### config.mk
export PLATFORM = sky130hd
export DESIGN_NAME = ddr_frame_buffer_sequencer
export DESIGN_NICKNAME = d
export VERILOG_FILES = /design/src/rtl/ddr_frame_buffer_sequencer.sv
export SDC_FILE = /design/constraint.sdc
export NUM_CORES = 1
export LEC_CHECK = 0
export BUFFER_PORTS_ARGS = -buffer_cell sky130_fd_sc_hd__buf_2
export CAP_MARGIN = 10
export CORE_MARGIN = 2
export CORE_UTILIZATION = 48
export DETAILED_ROUTE_END_ITERATION = 10
export GPL_ROUTABILITY_DRIVEN = 1
export PLACE_DENSITY = 0.71
export SYNTH_ARGS = -nofsm -noshare
export SYNTH_HDL_FRONTEND = slang
export SYNTH_SLANG_ARGS = --single-unit
### constraint.sdc
create_clock -name aclk -period 4.4 [get_ports aclk]
set_input_delay 0.22 -clock aclk [delete_from_list [all_inputs] [get_ports aclk]]
set_output_delay 0.22 -clock aclk [all_outputs]
set_load 0.01 [all_outputs]
### src/rtl/ddr_frame_buffer_sequencer.sv
// Frame buffer ownership tracker: hands clean buffers to the writer and ready frames to the reader, recycling via the blanker.
// FRAME_SEQ_BLANK_EN selects blanking through the external blanker; otherwise freed buffers become clean the next cycle.
module ddr_frame_buffer_sequencer #(
  parameter int                           FRAME_ADDR_LENGTH = 8,
  parameter int                           NUM_BUFFERS       = 3,
  parameter logic [FRAME_ADDR_LENGTH-1:0] BASE_FRAME_ADDR   = 8'h78,
  parameter logic [FRAME_ADDR_LENGTH-1:0] FRAME_ADDR_STEP   = 8'h01
) (
  input  logic                         aclk,
  input  logic                         areset,
  input  logic                         enable_i,
  input  logic                         wr_frame_end_i,
  output logic                         wr_valid_o,
  output logic [FRAME_ADDR_LENGTH-1:0] wr_frame_addr_o,
  input  logic                         rd_frame_start_i,
  output logic                         rd_valid_o,
  output logic [FRAME_ADDR_LENGTH-1:0] rd_frame_addr_o,
  output logic [FRAME_ADDR_LENGTH-1:0] blank_frame_addr_o,
  output logic                         blank_swap_o,
  input  logic                         blank_done_i,
  output logic [15:0]                  drop_count_o,
  output logic [15:0]                  repeat_count_o
);
  localparam int FAL = FRAME_ADDR_LENGTH;

  typedef enum logic [2:0] {
    FREE = 3'd0, BLANKING = 3'd1, CLEAN = 3'd2, WRITING = 3'd3, READY = 3'd4, DISPLAY = 3'd5
  } buf_state_t;

  logic [NUM_BUFFERS-1:0][2:0] st_q, st_d;
  logic                        wr_valid_d, rd_valid_d;
  logic [FAL-1:0]              wr_addr_d, rd_addr_d;
  logic [15:0]                 drop_d, repeat_d;
  logic                        ready_found, clean_found, disp_found;
  logic [1:0]                  ready_idx, clean_idx, disp_idx, wrt_idx;
  logic                        wr_end, rd_start;

  function automatic logic [FAL-1:0] buf_addr(input logic [1:0] idx);
    return BASE_FRAME_ADDR + FAL'(idx) * FRAME_ADDR_STEP;
  endfunction

  function automatic logic [15:0] sat_inc(input logic [15:0] v);
    return (v == 16'hFFFF) ? v : v + 16'd1;
  endfunction

`ifdef FRAME_SEQ_BLANK_EN
  typedef enum logic [1:0] {B_IDLE, B_SETUP, B_WAIT} bstate_t;
  bstate_t        bstate_q, bstate_d;
  logic [1:0]     blank_idx_q, blank_idx_d, free_idx;
  logic [FAL-1:0] blank_addr_d;
  logic           swap_d, free_found;
`else
  logic unused_blank_done;
  assign unused_blank_done  = blank_done_i;
  assign blank_frame_addr_o = BASE_FRAME_ADDR;
  assign blank_swap_o       = 1'b0;
`endif

  // Lowest-index search over the pre-cycle state only; same-cycle changes become visible next cycle.
  always_comb begin
    ready_found = 1'b0; ready_idx = '0;
    clean_found = 1'b0; clean_idx = '0;
    disp_found  = 1'b0; disp_idx  = '0;
    wrt_idx     = '0;
`ifdef FRAME_SEQ_BLANK_EN
    free_found  = 1'b0; free_idx  = '0;
`endif
    for (int i = NUM_BUFFERS - 1; i >= 0; i--) begin
      if (st_q[i] == READY)   begin ready_found = 1'b1; ready_idx = 2'(i); end
      if (st_q[i] == CLEAN)   begin clean_found = 1'b1; clean_idx = 2'(i); end
      if (st_q[i] == DISPLAY) begin disp_found  = 1'b1; disp_idx  = 2'(i); end
      if (st_q[i] == WRITING) wrt_idx = 2'(i);
`ifdef FRAME_SEQ_BLANK_EN
      if (st_q[i] == FREE)    begin free_found  = 1'b1; free_idx  = 2'(i); end
`endif
    end
  end

  always_comb begin
    st_d       = st_q;
    wr_valid_d = wr_valid_o;
    wr_addr_d  = wr_frame_addr_o;
    rd_valid_d = rd_valid_o;
    rd_addr_d  = rd_frame_addr_o;
    drop_d     = drop_count_o;
    repeat_d   = repeat_count_o;
    wr_end     = enable_i & wr_frame_end_i;
    rd_start   = enable_i & rd_frame_start_i;

    if (rd_start) begin
      if (ready_found) begin
        st_d[ready_idx] = DISPLAY;
        if (disp_found) st_d[disp_idx] = FREE;
        rd_valid_d = 1'b1;
        rd_addr_d  = buf_addr(ready_idx);
      end else begin
        repeat_d = sat_inc(repeat_count_o);
      end
    end

    // A READY frame taken by the reader in this same cycle is not a drop.
    if (wr_end) begin
      if (wr_valid_o) begin
        st_d[wrt_idx] = READY;
        if (ready_found && !rd_start) begin
          st_d[ready_idx] = FREE;
          drop_d = sat_inc(drop_count_o);
        end
      end else begin
        drop_d = sat_inc(drop_count_o);
      end
    end

    if (!wr_valid_o || wr_end) begin
      if (clean_found) begin
        st_d[clean_idx] = WRITING;
        wr_valid_d = 1'b1;
        wr_addr_d  = buf_addr(clean_idx);
      end else begin
        wr_valid_d = 1'b0;
      end
    end

`ifdef FRAME_SEQ_BLANK_EN
    bstate_d     = bstate_q;
    blank_idx_d  = blank_idx_q;
    blank_addr_d = blank_frame_addr_o;
    swap_d       = blank_swap_o;
    case (bstate_q)
      B_IDLE: if (enable_i && free_found) begin
        st_d[free_idx] = BLANKING;
        blank_idx_d    = free_idx;
        blank_addr_d   = buf_addr(free_idx);
        bstate_d       = B_SETUP;
      end
      B_SETUP: begin
        swap_d   = ~blank_swap_o;
        bstate_d = B_WAIT;
      end
      B_WAIT: if (blank_done_i) begin
        st_d[blank_idx_q] = CLEAN;
        bstate_d          = B_IDLE;
      end
      default: bstate_d = B_IDLE;
    endcase
`else
    for (int i = 0; i < NUM_BUFFERS; i++)
      if (enable_i && st_q[i] == FREE) st_d[i] = CLEAN;
`endif
  end

  always_ff @(posedge aclk or posedge areset) begin
    if (areset) begin
      st_q            <= '0;
      wr_valid_o      <= 1'b0;
      wr_frame_addr_o <= BASE_FRAME_ADDR;
      rd_valid_o      <= 1'b0;
      rd_frame_addr_o <= BASE_FRAME_ADDR;
      drop_count_o    <= '0;
      repeat_count_o  <= '0;
    end else begin
      st_q            <= st_d;
      wr_valid_o      <= wr_valid_d;
      wr_frame_addr_o <= wr_addr_d;
      rd_valid_o      <= rd_valid_d;
      rd_frame_addr_o <= rd_addr_d;
      drop_count_o    <= drop_d;
      repeat_count_o  <= repeat_d;
    end
  end

`ifdef FRAME_SEQ_BLANK_EN
  always_ff @(posedge aclk or posedge areset) begin
    if (areset) begin
      bstate_q           <= B_IDLE;
      blank_idx_q        <= '0;
      blank_frame_addr_o <= BASE_FRAME_ADDR;
      blank_swap_o       <= 1'b0;
    end else begin
      bstate_q           <= bstate_d;
      blank_idx_q        <= blank_idx_d;
      blank_frame_addr_o <= blank_addr_d;
      blank_swap_o       <= swap_d;
    end
  end
`endif

endmodule

==> metrics.md <==
| Metric | Value |
|---|---|
| Routed wire length | `5510 um` |
| Max cap viols | `0` |
| Setup CP Type | `reg2reg` |
| CTS max path bufs | `2` |
| Chip height | `79.0 um` |
| Routing usage on met2 | `29.2%` |
| Main combinational cell family by area after synthesis | `simple AND/OR/NAND/NOR gates` |
| CP max stage delay | `520 ps` |
| Starting density of the core | `49.4%` |
| Area growth, synth to finish | `10.9%` |
| Slowest CP cell | `dfrtp_1` |
| Logic pwr share | `34.4%` |
| Layout cell share with drive strength beyond 1 | `20.9%` |
| Slew Viols, Final | `0` |
| Seq/Total Area, Yosys | `43.5%` |
| Top FF cell, synth | `dfrtp_1` |
| Initial antenna violation count | `0` |
| Status | `finished clean` |
| P_int | `906 uW` |
| Net Switching | `568 uW` |
| Met1 usage | `27.3%` |
| Setup bufs post-CTS | `0` |
| Fillers | `533` |
| Critical Path RT | `4580 ps` |
| Worst slew pin tran | `988 ps` |
| CP cell instances | `nor3b_4 > o31ai_2 > a21oi_2 > nand3_1 > mux2_1` |
| Synth unique cells | `53` |
| Post-synthesis compound-gate area fraction | `11.1%` |
| Final nets | `327` |
| Leakage | `0.00146 uW` |
| Count leader, synth | `dfrtp_1` |
| PwrDens | `492 mW/mm2` |
| Root buffer cell | `clkbuf_8` |
| Core area | `0.00547 mm2` |
| Fmax | `465 MHz` |
| Crit path setup slack, layout | `2250 ps` |
| Cell Area, Synth | `0.00270 mm2` |
| Asr flop ratio synth | `100%` |
| #FFs+latches synth | `47` |
| Synth top area cells | `dfrtp_1 (44%), buf_4 (6.1%), xnor2_1 (5.8%)` |
| Clock latency on the worst-skew pair | `290 ps` |
| GR Layer Usage met3 | `3.41%` |
| Largest net degree at the start of global routing | `48` |
| Tcrit/Tclk final | `48.9%` |
| CTS tree | `built` |
| WL/cell | `14.1 um` |
| Worst EP arrival | `2330 ps` |
| Final setup viols | `0` |
| Drt pass-1 iters | `4` |
| RSZ-0062 raised after global routing | `false` |
| Avg Vias per Cell | `5.58` |
| CP Launch Type | `register` |
| Depth of the most critical reg-to-reg path | `5` |
| CP max FO | `12` |
| Clock power frac | `19.2%` |
| Die Area | `0.00625 mm2` |
| H-tree depth | `2` |
| Via count | `2186` |
| Std-Cell Rows | `27` |
| Post-route ant nets | `0` |
| Hold Path Class | `in2async` |
| Mux cell area share after synthesis | `1.62%` |
| Gp weighted congestion | `0.863` |
| Minimum clock period | `2150 ps` |
| Post-synth EDFFs | `0` |
| DR iter-0 viols | `111` |
| Post-synthesis simple-gate area fraction | `26.5%` |
| Clk slew on worst S/H paths | `80 ps` |
| Die W | `79.0 um` |
| VDD IR max | `325 uV` |
| DP HPWL | `3950 um` |
| Cell count after synthesis | `276` |
| Clock skew | `4.76 ps` |
| First-pass GRT wire length | `9450 um` |
| Sum Neg Setup Slack | `0 ps` |
| Commonest cells in the netlist | `dfrtp_1 (47), nand2_1 (29), buf_4 (22), nand3_1 (21), xnor2_1 (18)` |
| Dominant cell type by area after synthesis | `dfrtp_1` |
| Dpl ws | `2270 ps` |
| Xor/xnor cell area share of the yosys netlist | `9.03%` |
| Relative slew margins | `34.1%` |
| Cts hold-fix bufs | `0` |
| # DRC | `0` |
| Gr ovfl total | `0` |
| Final hold violations | `0` |
| Ant. Diodes | `0` |
| Part of the power in registers | `46.4%` |
| Synth Warn # | `0` |
| Tot GR Track Use | `18.9%` |
| I/O pin count | `65` |
| Post-synth top area share | `43.5%` |
| Avg Synthesized Cell Area | `9.79 um2` |
| Post-CTS Resized | `0` |
| Grt peak-use layer | `met2` |
| Buffers on Ports | `42` |
| Number of global-route vias before repair | `1999` |
| Switching share of power | `38.5%` |
| Crit end category | `register` |
| CTS buffer count | `5` |
| CTS sink count | `47` |
| Adder-cell share of the synthesized area | `0.926%` |
==> flip-flops by register name, summed over array words and instances, names as in the netlist <==
signal,flops
drop_count_o,16
repeat_count_o,16
st_q,9
rd_frame_addr_o,2
wr_frame_addr_o,2
rd_valid_o,1
wr_valid_o,1
==> worst max-delay path, delay by kind of cell (launching register included) <==
kind,cells,cell delay (ps)
AOI/OAI and AO/OA,2,610
DFF,1,520
muxes,1,350
and+or+nand+nor,2,550
==> metal layers <==
metal | wire (um) | vias up
li1 | - | 1030
met1 | 2540 | 1075
met2 | 2640 | 72
met3 | 271 | 9
met4 | 63 | 0
met5 | 0 | -
==> per-stage QoR <==
stage	total power (uW)	cell area [um2]	instances	util [%]	hold WS, ps
6_report	1470	3000	392	54.8	153
4_1_cts	1490	3000	392	54.8	191
3_3_place_gp	1180	2900	384	52.9	444
2_1_floorplan	1050	2770	295	-	443
3_5_place_dp	1200	2900	384	52.9	449
5_1_grt	1590	3000	392	54.8	230
==> cells in the final DEF, fill, tap and decap left out, types with 7 or more instances in the layout <==
cell and instances:
clkbuf_8 7, nor2_1 12, nor3_1 9, nand4_1 11
nand3_1 21, a21oi_1 15, nand2_1 29, conb_1 21
xnor2_1 18, buf_2 42, and3_1 12, xor2_1 8
dfrtp_1 47
==> path summary, 6_finish.rpt <==
path / from / end / slack (ps)
min in group aclk: enable_i / st_q[1]$_DFF_PP0_ / 300
max in group asynchronous: areset / st_q[8]$_DFF_PP0_ / 3650
worst min register to register: rd_valid_o$_DFFE_PP0P_ / rd_valid_o$_DFFE_PP0P_ / 470
worst max-delay path: st_q[0]$_DFF_PP0_ / drop_count_o[14]$_DFFE_PP0P_ / 2250
worst max register to register: st_q[0]$_DFF_PP0_ / drop_count_o[14]$_DFFE_PP0P_ / 2250
worst min-delay path: areset / repeat_count_o[0]$_DFFE_PP0P_ / 150
==> logic make-up (layout without fill, tap and decap cells) <==
family | Yosys count | after routing
flops | 47 | 47
other cells | 2 | 21
simple gates | 126 | 126
buf+inv | 28 | 53
compound gates | 40 | 40
fa+ha+maj | 2 | 2
xor+xnor | 27 | 27
mux | 4 | 4
==> power by group through the flow <==
stage	logic (uW)	clock network, uW	registers (uW)
global route	569	311	710
finish	507	283	683
floorplan	369	0	680
detailed placement	506	0	690
CTS	509	294	682
global placement	495	0	684
==> area by class of cell <==
| class | instances | area, um2 | area share, % |
|---|---|---|---|
| Multi-Input combinational cell | 220 | 1410 | 47.0 |
| Sequential cell | 47 | 1180 | 39.2 |
| Timing Repair Buffer | 42 | 210 | 7.01 |
| Clock buffer | 8 | 100 | 3.34 |
| Tap cell | 72 | 90.1 | 3.01 |
| Inverter | 3 | 11.3 | 0.376 |
Power figures use the tool's default switching activity.
